### config.mk
export PLATFORM = sky130hd
export DESIGN_NAME = spi_slave_fd
export DESIGN_NICKNAME = d
export VERILOG_FILES = /design/src/rtl/spi_fd_pkg.sv /design/src/rtl/spi_fd_sync.sv /design/src/rtl/spi_slave_fd.sv
export SDC_FILE = /design/constraint.sdc
export NUM_CORES = 1
export LEC_CHECK = 0
export CAP_MARGIN = 30
export CORE_UTILIZATION = 35
export CTS_BUF_LIST = sky130_fd_sc_hd__clkbuf_8 sky130_fd_sc_hd__clkbuf_16
export CTS_CLUSTER_SIZE = 12
export DETAILED_ROUTE_END_ITERATION = 16
export GPL_ROUTABILITY_DRIVEN = 1
export SYNTH_ARGS = -nofsm -noshare
export SYNTH_HDL_FRONTEND = slang
export SYNTH_HIERARCHICAL = 1
export SYNTH_SLANG_ARGS = --single-unit
### constraint.sdc
create_clock -name clk -period 2.03 [get_ports clk]
set_input_delay 0.5075 -clock clk [delete_from_list [all_inputs] [get_ports clk]]
set_output_delay 0.5075 -clock clk [all_outputs]
set_load 0.02 [all_outputs]
### src/rtl/spi_fd_pkg.sv
// spi_fd_pkg: shared state encoding and SPI mode constants for spi_slave_fd
package spi_fd_pkg;
  typedef enum logic {IDLE = 1'b0, XFER = 1'b1} state_t;
  localparam int CPOL_LOW = 0;
  localparam int CPOL_HIGH = 1;
  localparam int CPHA_LEAD = 0;
  localparam int CPHA_TRAIL = 1;
endpackage

### src/rtl/spi_fd_sync.sv
// spi_sync: 2-flop synchronizer for one asynchronous SPI pin, reset to RST_VAL
module spi_sync
  import spi_fd_pkg::*;
#(
  parameter logic RST_VAL = 1'b0
) (
  input  logic clk,
  input  logic reset,
  input  logic d,
  output logic q
);
  logic m;
  // two-stage capture of the pin into the clk domain
  always_ff @(posedge clk or posedge reset)
    if (reset) {q, m} <= {2{RST_VAL}};
    else {q, m} <= {m, d};
endmodule

### src/rtl/spi_slave_fd.sv
// spi_slave_fd: full-duplex SPI slave with rx/tx streams; define SPI_FD_OVERRUN_EN for a sticky rx_overrun flag
module spi_slave_fd
  import spi_fd_pkg::*;
#(
  parameter int N = 8,
  parameter int CPOL = CPOL_LOW,
  parameter int CPHA = CPHA_LEAD,
  parameter int LSB_FIRST = 0
) (
  input  logic         clk,
  input  logic         reset,
  input  logic         sck,
  input  logic         mosi,
  input  logic         cs_n,
  output logic         miso,
  output logic         miso_oe,
  output logic [N-1:0] rx_data,
  output logic         rx_valid,
  input  logic         rx_ready,
  input  logic [N-1:0] tx_data,
  input  logic         tx_valid,
  output logic         tx_ready,
  output logic         busy,
  output logic         rx_overrun
);
  localparam int CW = $clog2(N);
  state_t state;
  logic [CW-1:0] bit_cnt;
  logic [N-1:0] rx_sr, tx_sr, tx_buf, rx_next, tx_word;
  logic sck_s, sck_d, mosi_s, cs_s, miso_r, tx_full;
  logic rise, fall, lead, trail, smp, shf, active, done, load, tx_wr;
  spi_sync #(.RST_VAL(1'(CPOL))) u_sck (.clk(clk), .reset(reset), .d(sck), .q(sck_s));
  spi_sync #(.RST_VAL(1'b0)) u_mosi (.clk(clk), .reset(reset), .d(mosi), .q(mosi_s));
  spi_sync #(.RST_VAL(1'b1)) u_cs (.clk(clk), .reset(reset), .d(cs_n), .q(cs_s));
  // one extra delay on synchronized sck for edge detection
  always_ff @(posedge clk or posedge reset)
    if (reset) sck_d <= 1'(CPOL);
    else sck_d <= sck_s;
  assign rise = sck_s & ~sck_d;
  assign fall = ~sck_s & sck_d;
  assign lead = (CPOL == CPOL_HIGH) ? fall : rise;
  assign trail = (CPOL == CPOL_HIGH) ? rise : fall;
  assign smp = (CPHA == CPHA_TRAIL) ? trail : lead;
  assign shf = (CPHA == CPHA_TRAIL) ? lead : trail;
  assign active = (state == XFER) & ~cs_s;
  assign done = active & smp & (bit_cnt == '0);
  assign load = ((state == IDLE) & ~cs_s) | done;
  assign rx_next = (LSB_FIRST != 0) ? {mosi_s, rx_sr[N-1:1]} : {rx_sr[N-2:0], mosi_s};
  assign tx_word = tx_full ? tx_buf : '0;
  assign tx_wr = tx_valid & ~tx_full;
  assign tx_ready = ~tx_full;
  assign busy = (state == XFER);
  assign miso_oe = ~cs_s;
  assign miso = miso_r & miso_oe;
  // bit of the held TX word that goes out while bit_cnt has value c
  function automatic logic pick(input logic [N-1:0] w, input logic [CW-1:0] c);
    return (LSB_FIRST != 0) ? w[(N-1) - int'(c)] : w[c];
  endfunction
  // transfer FSM: miso is re-driven from bit_cnt on every shift edge, so the
  // shift edge right after a reload just repeats the already-presented first bit
  always_ff @(posedge clk or posedge reset)
    if (reset) begin
      state <= IDLE;
      bit_cnt <= CW'(N-1);
      rx_sr <= '0;
      tx_sr <= '0;
      miso_r <= 1'b0;
    end else if (cs_s) begin
      state <= IDLE;
      bit_cnt <= CW'(N-1);
      miso_r <= 1'b0;
    end else if (load) begin
      state <= XFER;
      bit_cnt <= CW'(N-1);
      tx_sr <= tx_word;
      miso_r <= pick(tx_word, CW'(N-1));
    end else if (active) begin
      if (smp) begin
        rx_sr <= rx_next;
        bit_cnt <= bit_cnt - 1'b1;
      end
      if (shf) miso_r <= pick(tx_sr, bit_cnt);
    end
  // receive stream: a completed word is dropped while an unaccepted one is held
  always_ff @(posedge clk or posedge reset)
    if (reset) begin
      rx_valid <= 1'b0;
      rx_data <= '0;
    end else if (done && (!rx_valid || rx_ready)) begin
      rx_valid <= 1'b1;
      rx_data <= rx_next;
    end else if (rx_ready) rx_valid <= 1'b0;
  // single-entry tx buffer, emptied by every shift-register load
  always_ff @(posedge clk or posedge reset)
    if (reset) begin
      tx_full <= 1'b0;
      tx_buf <= '0;
    end else begin
      tx_full <= tx_wr | (tx_full & ~load);
      if (tx_wr) tx_buf <= tx_data;
    end
`ifdef SPI_FD_OVERRUN_EN
  logic ovr;
  // sticky overrun, cleared by the next accepted word
  always_ff @(posedge clk or posedge reset)
    if (reset) ovr <= 1'b0;
    else if (rx_valid && rx_ready) ovr <= 1'b0;
    else if (done && rx_valid) ovr <= 1'b1;
  assign rx_overrun = ovr;
`else
  assign rx_overrun = 1'b0;
`endif
endmodule
==> summary.txt, run 1 <==
Global routing
  • Initial antenna violation count: 0
  • First-pass GRT wire length: 5000 microns
  • Largest net degree at the start of global routing: 18
  • Vias in the first global route: 1098
  • GRT Resource Usage Total: 0.123
  • Gr ovfl total: 0

Floorplan
  • Die H: 75.2 microns
  • Initial Utilization: 0.364
  • Site row count: 26
  • Placeable Area: 0.00514 sq mm
  • IO Count: 29
  • Die ar.: 0.00565 sq mm
  • DIE WIDTH: 75.2 microns

Clocking
  • # clock sinks: 45
  • CTS H-tree lvls: 2
  • Hold Buf Count CTS: 0
  • Total CTS buffers: 5
  • Clk buf depth: 2
  • CTS tree: built
  • Clk_lat worst skew: 300 ps
  • Post-CTS setup buffers: 0
  • CTS clk-pin slew, worst paths: 80 ps
  • Clock Tree Root: clkbuf_8

Min path
  • Hold Path End: u_mosi/q
  • Hold wc startpoint: u_mosi/m
  • Hold Crit Class: reg2reg
  • Cell count of the worst hold path: 0

Yosys
  • Area of the mapped netlist: 0.00187 sq mm
  • Post-synthesis sequential area ratio: 0.605
  • Cell count after synthesis: 142
  • Unique masters post-synth: 31
  • Syn_nets: 159
  • Seq cells post-synth: 45
  • Ys Warns: 6
  • Mean Syn Cell Area: 13.2 sq um

Placed design
  • I/O Buffers: 27
  • Placement-stage cell area: 0.00223 sq mm
  • Gpl congestion: 0.745
  • Hpwl dp: 2260 microns

Setup path
  • CP endpoint kind: output port
  • Worst path buffer plus inverter count: 2
  • FF-to-FF setup slack: 240 ps
  • Worst Setup SP: tx_full
  • Crit path largest cell delay: 590 ps
  • Startpoint types: flip-flop
  • Crit Path Max Fanout: 2
  • Crit Reg-Reg Endpoint: rx_sr[1]
  • Crit path kind: reg2out
  • Largest delay contributor family on the critical path: buffers and inverters
  • Reg2Reg Depth: 5
  • Critical Path RT: 1520 ps
  • Worst path depth: 2
  • R2R Path Start: bit_cnt[0]
  • Critical path, cell by cell: inv_1, clkdlybuf4s50_1
  • CP Data Arrival Time: 1320 ps
  • Slowest cell on the critical path: clkdlybuf4s50_1

Finish
  • Commonest non-fill, non-tap cell in the layout: dfrtp_1
  • Most frequent cells in the layout: dfrtp_1, clkdlybuf4s50_1, nand2_1, inv_1, mux2_1
  • Fin area: 0.00235 sq mm
  • Diode count: 0
  • Fillers: 499
  • Share of cells above drive strength 1: 0.182
  • Layout area overhead: 25.3%
  • Fin nets: 192

Timing
  • Final Hold Vio Count: 0
  • Clk_skew: 8.97 ps
  • Worst hold slack: 359 ps
  • Fin. max-slew vios: 0
  • Fmax: 548 MHz
  • Setup TNS: 0 ps
  • Period utilisation layout: 0.900
  • Final setup violating endpoints: 0
  • RSZ-0062 raised after global routing: no
  • Post-layout min period: 1830 ps

Power and ir drop
  • Power per cell area: 906 mW/mm^2
  • Lkg Pwr: 0.00116 uW
  • VDD IR max: 0.427 mV

Route
  • DRT antenna net count: 0
  • DR pass1 iterations: 4
  • Iter 0 DRT Violations: 32
  • DR vias/cell: 4.48
  • Residual DRC: 0
  • Post-Route WL: 2970 microns
  • WL/cell: 12.1 microns
  • Routed vias: 1101

Status
  • Outcome: finished, final reports clean

Flow run
  • Max Cap Viol: 0
-- where the power goes --
part	internal, uW	leakage [uW]	total [uW]	switching, uW
sequential	1060	0.000561	1150	92.5
combinational	180	0.000542	316	136
clock	364	0.0000595	658	293
-- how the worst max path moves through the flow --
stage                      end  slack, ps
floorplan               miso_r        410
global placement    rx_data[1]        280
detailed placement    rx_sr[1]        250
CTS                       miso         40
global route          rx_sr[1]        120
finish                tx_ready        200
-- cells in the mapped netlist, drive strengths merged --
library cell  instances  area [sq um]
nor3b                 1          18.8
clkbuf                2          7.51
conb                  1          3.75
dfrtp                40          1000
and2b                 1          7.51
a32oi                 1          8.76
o21ai                10          50.1
nor2                  2          7.51
mux2                 24           300
and2                  1          6.26
a21oi                 2          10.0
dfstp                 5           131
nand2                23          86.3
inv                  11          41.3
nand3                 2          22.5
a21o                  2          15.0
ha                    2          25.0
buf                   3          23.8
or2b                  1          7.51
nand2b                2          12.5
xnor2                 1          8.76
mux4                  2          52.6
o211ai                1          7.51
nand4bb               1          11.3
nor2b                 1          6.26
-- worst reg2reg max path, cell delays in order (launching register included) --
cell and delay [ps]:
dfstp_2 570, inv_1 90, ha_1 250, a21oi_1 170, nand2_1 230, mux2_1 380
-- kinds of logic after synthesis --
group	count (synthesis)	synth area share
compound gates	16	0.0488
xor+xnor	1	0.00468
fa+ha+maj	2	0.0134
buf+inv	16	0.0387
flops	45	0.605
mux	26	0.188
other cells	1	0.00200
simple gates	35	0.0995
-- cell type report --
type / instances / area [sq um] / share of cell area
Inverter: 11 / 41.3 / 0.0176
Tap cell: 70 / 87.6 / 0.0373
Timing Repair Buffer: 31 / 305 / 0.130
Clock inverter: 3 / 42.5 / 0.0181
Multi-Input combinational cell: 81 / 668 / 0.285
Clock buffer: 5 / 68.8 / 0.0293
Sequential cell: 45 / 1130 / 0.483
-- sequential cells by signal, summed over array words and instances, names as in the netlist --
signal and count:
sck_d 1, rx_valid 1, tx_sr 8, u_sck/q 1
tx_buf 8, tx_full 1, u_sck/m 1, rx_sr 7
u_cs/m 1, miso_r 1, bit_cnt 3, u_mosi/m 1
busy 1, rx_data 8, u_mosi/q 1, u_cs/q 1
-- per-stage QoR --
step | instances | worst slack, ps | utilization | power [uW]
global placement | 238 | 278 | 0.434 | 1480
CTS | 246 | 37.4 | 0.455 | 2160
global route | 246 | 124 | 0.456 | 2260
floorplan | 142 | 414 | - | 1370
detailed placement | 238 | 248 | 0.434 | 1490
finish | 246 | 204 | 0.456 | 2130
-- metal layers --
metal | vias to the layer above | routed length (microns) | global-route usage | part of all wire
met5 | - | 0 | 0 | 0
met4 | 0 | 53 | 0.0741 | 0.018
met3 | 5 | 109 | 0.0281 | 0.037
met2 | 19 | 1390 | 0.187 | 0.47
met1 | 540 | 1410 | 0.160 | 0.48
li1 | 537 | - | - | -
-- timing repair --
item,CTS,global route
resized for setup,0,2
endpoints found under the hold margin,0,0
setup endpoints to repair,0,2
(Power assumes the default switching activity.)
==> run 2: changes to the inputs <==
==> constraint.sdc (replaced) <==
create_clock -name clk -period 2 [get_ports clk]
set_input_delay 0.5 -clock clk [delete_from_list [all_inputs] [get_ports clk]]
set_output_delay 0.5 -clock clk [all_outputs]
set_load 0.02 [all_outputs]
==> run 2 against run 1 <==
  * Via count increased by 2.8%
  * Non-clock buffer count unchanged
  * Sequential share of layout area increased by 0.077 points
  * Critical path depth decreased by 1
  * Final area decreased by 0.16%
  * Clock power decreased by 2%
  * Clock skew decreased by 1.1 ps
  * Critical endpoint is now busy
==> summary.txt, run 2 (synthesis gave the netlist of run 1 again) <==
Floorplan
  • Die H: 75.2 microns (unchanged)
  • Placeable Area: 0.00514 sq mm (unchanged)
  • Initial Utilization: 0.364 (unchanged)
  • Site row count: 26 (unchanged)
  • DIE WIDTH: 75.2 microns (unchanged)
  • IO Count: 29 (unchanged)
  • Die ar.: 0.00565 sq mm (unchanged)

Setup path
  • Critical path, cell by cell: clkdlybuf4s50_1
  • Crit path kind: reg2out
  • Slowest cell on the critical path: clkdlybuf4s50_1
  • Crit Path Max Fanout: 4 (+2)
  • Crit path largest cell delay: 630 ps (+40 ps)
  • CP endpoint kind: output port
  • Worst path buffer plus inverter count: 1 (-1)
  • Critical Path RT: 1500 ps (-20 ps)
  • FF-to-FF setup slack: 230 ps (about the same)
  • Largest delay contributor family on the critical path: buffers and inverters
  • CP Data Arrival Time: 1310 ps (about the same)
  • Startpoint types: flip-flop

Finish
  • Fin nets: 192 (unchanged)
  • Most frequent cells in the layout: dfrtp_1, clkdlybuf4s50_1, nand2_1, inv_1, mux2_1
  • Layout area overhead: 25.1%
  • Commonest non-fill, non-tap cell in the layout: dfrtp_1
  • Diode count: 0 (unchanged)
  • Regs by FF count: rx_data (8), tx_buf (8), tx_sr (8)
  • Share of cells above drive strength 1: 0.182 (unchanged)

Global routing
  • Vias in the first global route: 1137 (+3.6%)
  • Gr ovfl total: 0 (unchanged)
  • Initial antenna violation count: 0 (unchanged)
  • Largest net degree at the start of global routing: 18 (unchanged)
  • GRT Resource Usage Total: 0.130 (+0.00777)
  • First-pass GRT wire length: 5310 microns (+6.2%)

Route
  • Residual DRC: 0 (unchanged)
  • Iter 0 DRT Violations: 27 (-16%)
  • Wire length on met1: 1340 microns (-5.0%)
  • WL/cell: 12.3 microns (+1.6%)
  • Met3 Routed Length: 128 microns (+17%)
  • Routed vias: 1132 (+2.8%)
  • Post-Route WL: 3020 microns (+1.6%)
  • Top Layer Used: met4
  • DR pass1 iterations: 4 (unchanged)
  • DRT antenna net count: 0 (unchanged)
  • Met2 wire length: 1490 microns (+7.2%)
  • DR vias/cell: 4.60 (+2.8%)

Clocking
  • Clk_lat worst skew: 290 ps (about the same)
  • CTS H-tree lvls: 2 (unchanged)
  • CTS clk-pin slew, worst paths: 80 ps (about the same)
  • Clk buf depth: 2 (unchanged)
  • Total CTS buffers: 5 (unchanged)
  • Clock Tree Root: clkbuf_8
  • Post-CTS setup buffers: 0 (unchanged)
  • CTS tree: built
  • # clock sinks: 45 (unchanged)

Timing
  • Post-layout min period: 1810 ps
  • Setup TNS: 0 ps (unchanged)
  • Fmax: 551 MHz
  • Fin. max-slew vios: 0 (unchanged)
  • Clk_skew: 7.83 ps (-1.14 ps)
  • Slack of the critical path: 186 ps (-18.1 ps)
  • Final setup violating endpoints: 0 (unchanged)
  • RSZ-0062 raised after global routing: no
  • Period utilisation layout: 0.907
  • Final Hold Vio Count: 0 (unchanged)

Min path
  • Hold Crit Class: reg2reg

Status
  • Outcome: finished, final reports clean

Power and ir drop
  • VDD IR max: 0.550 mV (+29%)
  • Lkg Pwr: 0.00116 uW (about the same)
  • Power per cell area: 911 mW/mm^2 (+0.59%)

Flow run
  • Max Cap Viol: 0 (unchanged)

Placed design
  • Pre-CTS setup slack: 222 ps (-26.5 ps)
  • Gpl congestion: 0.765 (+2.7%)
  • I/O Buffers: 27 (unchanged)
  • Hpwl dp: 2300 microns (+2.1%)
==> run 2: cell counts in the layout (fill, tap and decap cells not counted) <==
Identical to the previous run, type by type.
==> run 2: metal layers <==
metal,GRT usage,up-vias
li1,-,537
met1,0.163,567
met2,0.207,24
met3,0.0402,4
met4,0.0617,0
met5,0,-
==> run 2: path summary, 6_finish.rpt <==
path | from | cells past startpoint | endpoint
worst max register to register | bit_cnt[0] | 6 | tx_sr[6]
min in group asynchronous | reset | 2 | u_sck/m
max in group asynchronous | reset | 3 | tx_sr[6]
worst max-delay path | busy | 1 | busy
worst min-delay path | u_sck/m | 0 | u_sck/q
worst min register to register | u_sck/m | 0 | u_sck/q
==> run 2: power breakdown <==
group	internal (uW)	switching [uW]
clock network	366	283
logic	183	140
registers	1070	88.6
==> run 2: timing repair <==
action                     in CTS  in global routing
hold buffers                    0                  0
resized for setup               0                  2
setup endpoints to repair       0                  2
==> run 2: cell type report <==
type / count / area [sq um]
clock buffer: 5 / 68.8
multi-input combinational: 81 / 668
clock inverter: 3 / 38.8
tap: 70 / 87.6
fill: 500 / 2800
sequential: 45 / 1130
timing repair buffer: 31 / 305
inverter: 11 / 41.3
==> run 2: per-stage QoR <==
stage / cell area [sq um] / power (uW) / hold WS, ps / cells / utilization
finish: 2340 / 2130 / 356 / 246 / 0.456
global placement: 2230 / 1500 / 332 / 238 / 0.434
floorplan: 1870 / 1390 / 241 / 142 / -
detailed placement: 2230 / 1520 / 340 / 238 / 0.434
CTS: 2340 / 2170 / 359 / 246 / 0.455
global route: 2340 / 2280 / 367 / 246 / 0.456
==> run 3: changes to the inputs <==
--- a/config.mk
+++ b/config.mk
@@ -6,11 +6,15 @@
 export NUM_CORES = 1
 export LEC_CHECK = 0
 export CAP_MARGIN = 30
+export CELL_PAD_IN_SITES_DETAIL_PLACEMENT = 0
+export CELL_PAD_IN_SITES_GLOBAL_PLACEMENT = 1
 export CORE_UTILIZATION = 35
 export CTS_BUF_LIST = sky130_fd_sc_hd__clkbuf_8 sky130_fd_sc_hd__clkbuf_16
 export CTS_CLUSTER_SIZE = 12
 export DETAILED_ROUTE_END_ITERATION = 16
 export GPL_ROUTABILITY_DRIVEN = 1
+export PLACE_DENSITY = 0.77
+export REMOVE_ABC_BUFFERS = 1
 export SYNTH_ARGS = -nofsm -noshare
 export SYNTH_HDL_FRONTEND = slang
 export SYNTH_HIERARCHICAL = 1
==> run 3 against run 2 <==
  * Power up 3.0%
  * Clock power grew 8.5%
  * Cell count is 0.41% lower
  * Die area unchanged
  * Sequential share of layout area decreased by 0.36 points
  * Core utilization up 0.34 points
  * Flip-flop and latch count unchanged
  * Clock skew up 1.0 ps
  * Combinational power rose by 2%
  * Global-route usage decreased by 1.3 points
  * Largest cell class unchanged
  * Critical endpoint is now tx_ready
==> summary.txt, run 3 (synthesis gave the netlist of run 1 again) <==
Global routing
  • Vias in the first global route: 1076 (-5.4%)
  • Initial antenna violation count: 0 (unchanged)
  • Gr ovfl total: 0 (unchanged)
  • Largest net degree at the start of global routing: 40 (+22)
  • First-pass GRT wire length: 4880 microns (-8.2%)
  • GRT Resource Usage Total: 0.117 (-0.0131)

Timing
  • Post-layout min period: 1830 ps (+18.1 ps)
  • RSZ-0062 raised after global routing: no
  • Period utilisation layout: 0.916 (+0.00904)
  • Final Hold Vio Count: 0 (unchanged)
  • Final setup violating endpoints: 0 (unchanged)
  • Fmax: 546 MHz (-0.99%)
  • Fin. max-slew vios: 0 (unchanged)
  • Clk_skew: 8.84 ps (+1.01 ps)
  • Setup TNS: 0 ps (unchanged)

Placed design
  • Gpl congestion: 0.675 (-12%)
  • Placement-stage cell area: 0.00223 sq mm (+0.22%)
  • Placed Cells: 237 (-0.42%)
  • I/O Buffers: 27 (unchanged)
  • Hpwl dp: 2110 microns (-8.2%)

Min path
  • Hold Crit Class: reg2reg
  • Hold Path End: u_mosi/q
  • Cell count of the worst hold path: 0 (unchanged)
  • Hold wc startpoint: u_mosi/m

Floorplan
  • Die ar.: 0.00565 sq mm (unchanged)
  • Placeable Area: 0.00514 sq mm (unchanged)
  • Initial Utilization: 0.364 (unchanged)
  • Site row count: 26 (unchanged)
  • DIE WIDTH: 75.2 microns (unchanged)
  • Die H: 75.2 microns (unchanged)
  • IO Count: 29 (unchanged)

Setup path
  • Crit path kind: reg2out
  • CP endpoint kind: output port
  • Worst Setup SP: tx_full
  • CP Data Arrival Time: 1330 ps (+20 ps)
  • Crit Path Max Fanout: 2 (-2)
  • Reg2Reg Depth: 5 (-1)
  • Startpoint types: flip-flop
  • Critical Path RT: 1500 ps (about the same)
  • FF-to-FF setup slack: 250 ps (+20 ps)
  • R2R Path Start: bit_cnt[0]
  • Crit Reg-Reg Endpoint: rx_sr[1]

Power and ir drop
  • Fraction of power consumed by sequential logic: 0.530 (-0.015)
  • Switching share of power: 0.242 (+0.00263)
  • Cell-internal power: 1670 uW (+2.6%)
  • Power per cell area: 931 mW/mm^2 (+2.2%)
  • Lkg Pwr: 0.00116 uW (-0.18%)
  • Clk network pwr share: 0.320 (+0.016)
  • Overall Power: 2200 uW (+3.0%)
  • VDD IR max: 0.561 mV (+2.0%)
  • Switch Pwr: 532 uW (+4.1%)
  • Logic pwr share: 0.150 (about the same)

Finish
  • Layout area overhead: 26.0%
  • Fin area: 0.00236 sq mm (+0.75%)
  • Multi-input logic area: 668 sq um (unchanged)
  • Most frequent cells in the layout: dfrtp_1, clkdlybuf4s50_1, nand2_1, inv_1, mux2_1
  • End-of-flow core utilization: 0.459 (+0.00341)
  • Fin nets: 191 (-0.52%)
  • Diode count: 0 (unchanged)
  • Share of cells above drive strength 1: 0.183 (+0.00104)
  • Fillers: 506 (+1.2%)
  • Storage element area: 0.00113 sq mm (unchanged)
  • Non-Filler Instances: 245 (-0.41%)
  • Regs by FF count: rx_data (8), tx_buf (8), tx_sr (8)
  • Commonest non-fill, non-tap cell in the layout: dfrtp_1

Clocking
  • CTS clk-pin slew, worst paths: 80 ps (about the same)
  • # clock sinks: 45 (unchanged)
  • CTS tree: built
  • CTS H-tree lvls: 2 (unchanged)
  • Clk buf depth: 2 (unchanged)
  • Clock Tree Root: clkbuf_8
  • Total CTS buffers: 5 (unchanged)
  • Clk_lat worst skew: 290 ps (about the same)

Route
  • Routed vias: 1102 (-2.7%)
  • Iter 0 DRT Violations: 35 (+30%)
  • WL/cell: 11.6 microns (-5.4%)
  • DRT antenna net count: 0 (unchanged)
  • Residual DRC: 0 (unchanged)
  • DR pass1 iterations: 3 (-1)
  • Post-Route WL: 2840 microns (-5.8%)
  • DR vias/cell: 4.50 (-2.3%)

Flow run
  • Max Cap Viol: 0 (unchanged)

Status
  • Outcome: finished, final reports clean
-- run 3: cell count changes in the layout (fill, tap and decap cells not counted), sizes merged --
cell | before | now
clkinvlp | 0 | 1
inv | 12 | 11
clkbuf | 5 | 6
clkinv | 1 | 0
buf | 4 | 3
-- run 3: layer usage --
layer	track usage	routed length, microns	up-vias
met3	0.0402	101	5
met4	0.0432	25	0
met5	0	0	-
met1	0.151	1290	546
met2	0.184	1430	18
li1	-	-	533
-- run 3: repair_timing --
item                       in CTS  in global routing
hold buffers                    0                  0
buffers inserted                0                  0
gates resized for setup         0                  2
setup endpoints to repair       0                  2
-- run 3: metrics by stage --
stage | setup WS [ps] | hold WS [ps]
after floorplan | 384 | 241
after global placement | 252 | 332
after detailed placement | 235 | 342
after CTS | 20.6 | 359
after global routing | 60.7 | 360
final | 168 | 355
-- run 3: area by class of cell --
type / count / share of cell area
Timing Repair Buffer: 30 / 0.131
Inverter: 11 / 0.0175
Clock inverter: 2 / 0.0159
Clock buffer: 6 / 0.0350
Multi-Input combinational cell: 81 / 0.283
Sequential cell: 45 / 0.480
Tap cell: 70 / 0.0371
-- run 3: power groups by stage --
stage          combinational (uW)  sequential [uW]  clock, uW
2_1_floorplan                 223             1160          0
3_3_place_gp                  323             1180          0
3_5_place_dp                  335             1190          0
4_1_cts                       338             1170        724
5_1_grt                       371             1190        764
6_report                      329             1170        703
-- run 3: worst max-delay path by stage --
| stage | end | cells after the start | slack, ps |
|---|---|---|---|
| 3_5_place_dp | rx_sr[1] | 5 | 240 |
| 6_report | tx_ready | 2 | 170 |
| 4_1_cts | miso | 2 | 20 |
| 5_1_grt | tx_sr[1] | 6 | 60 |
| 3_3_place_gp | rx_data[1] | 4 | 250 |
| 2_1_floorplan | miso_r | 4 | 380 |
-- run 3: worst max-delay path, cell delays in order (launching register included) --
cell and delay [ps]:
dfrtp_1 390, inv_1 60, clkdlybuf4s50_1 600
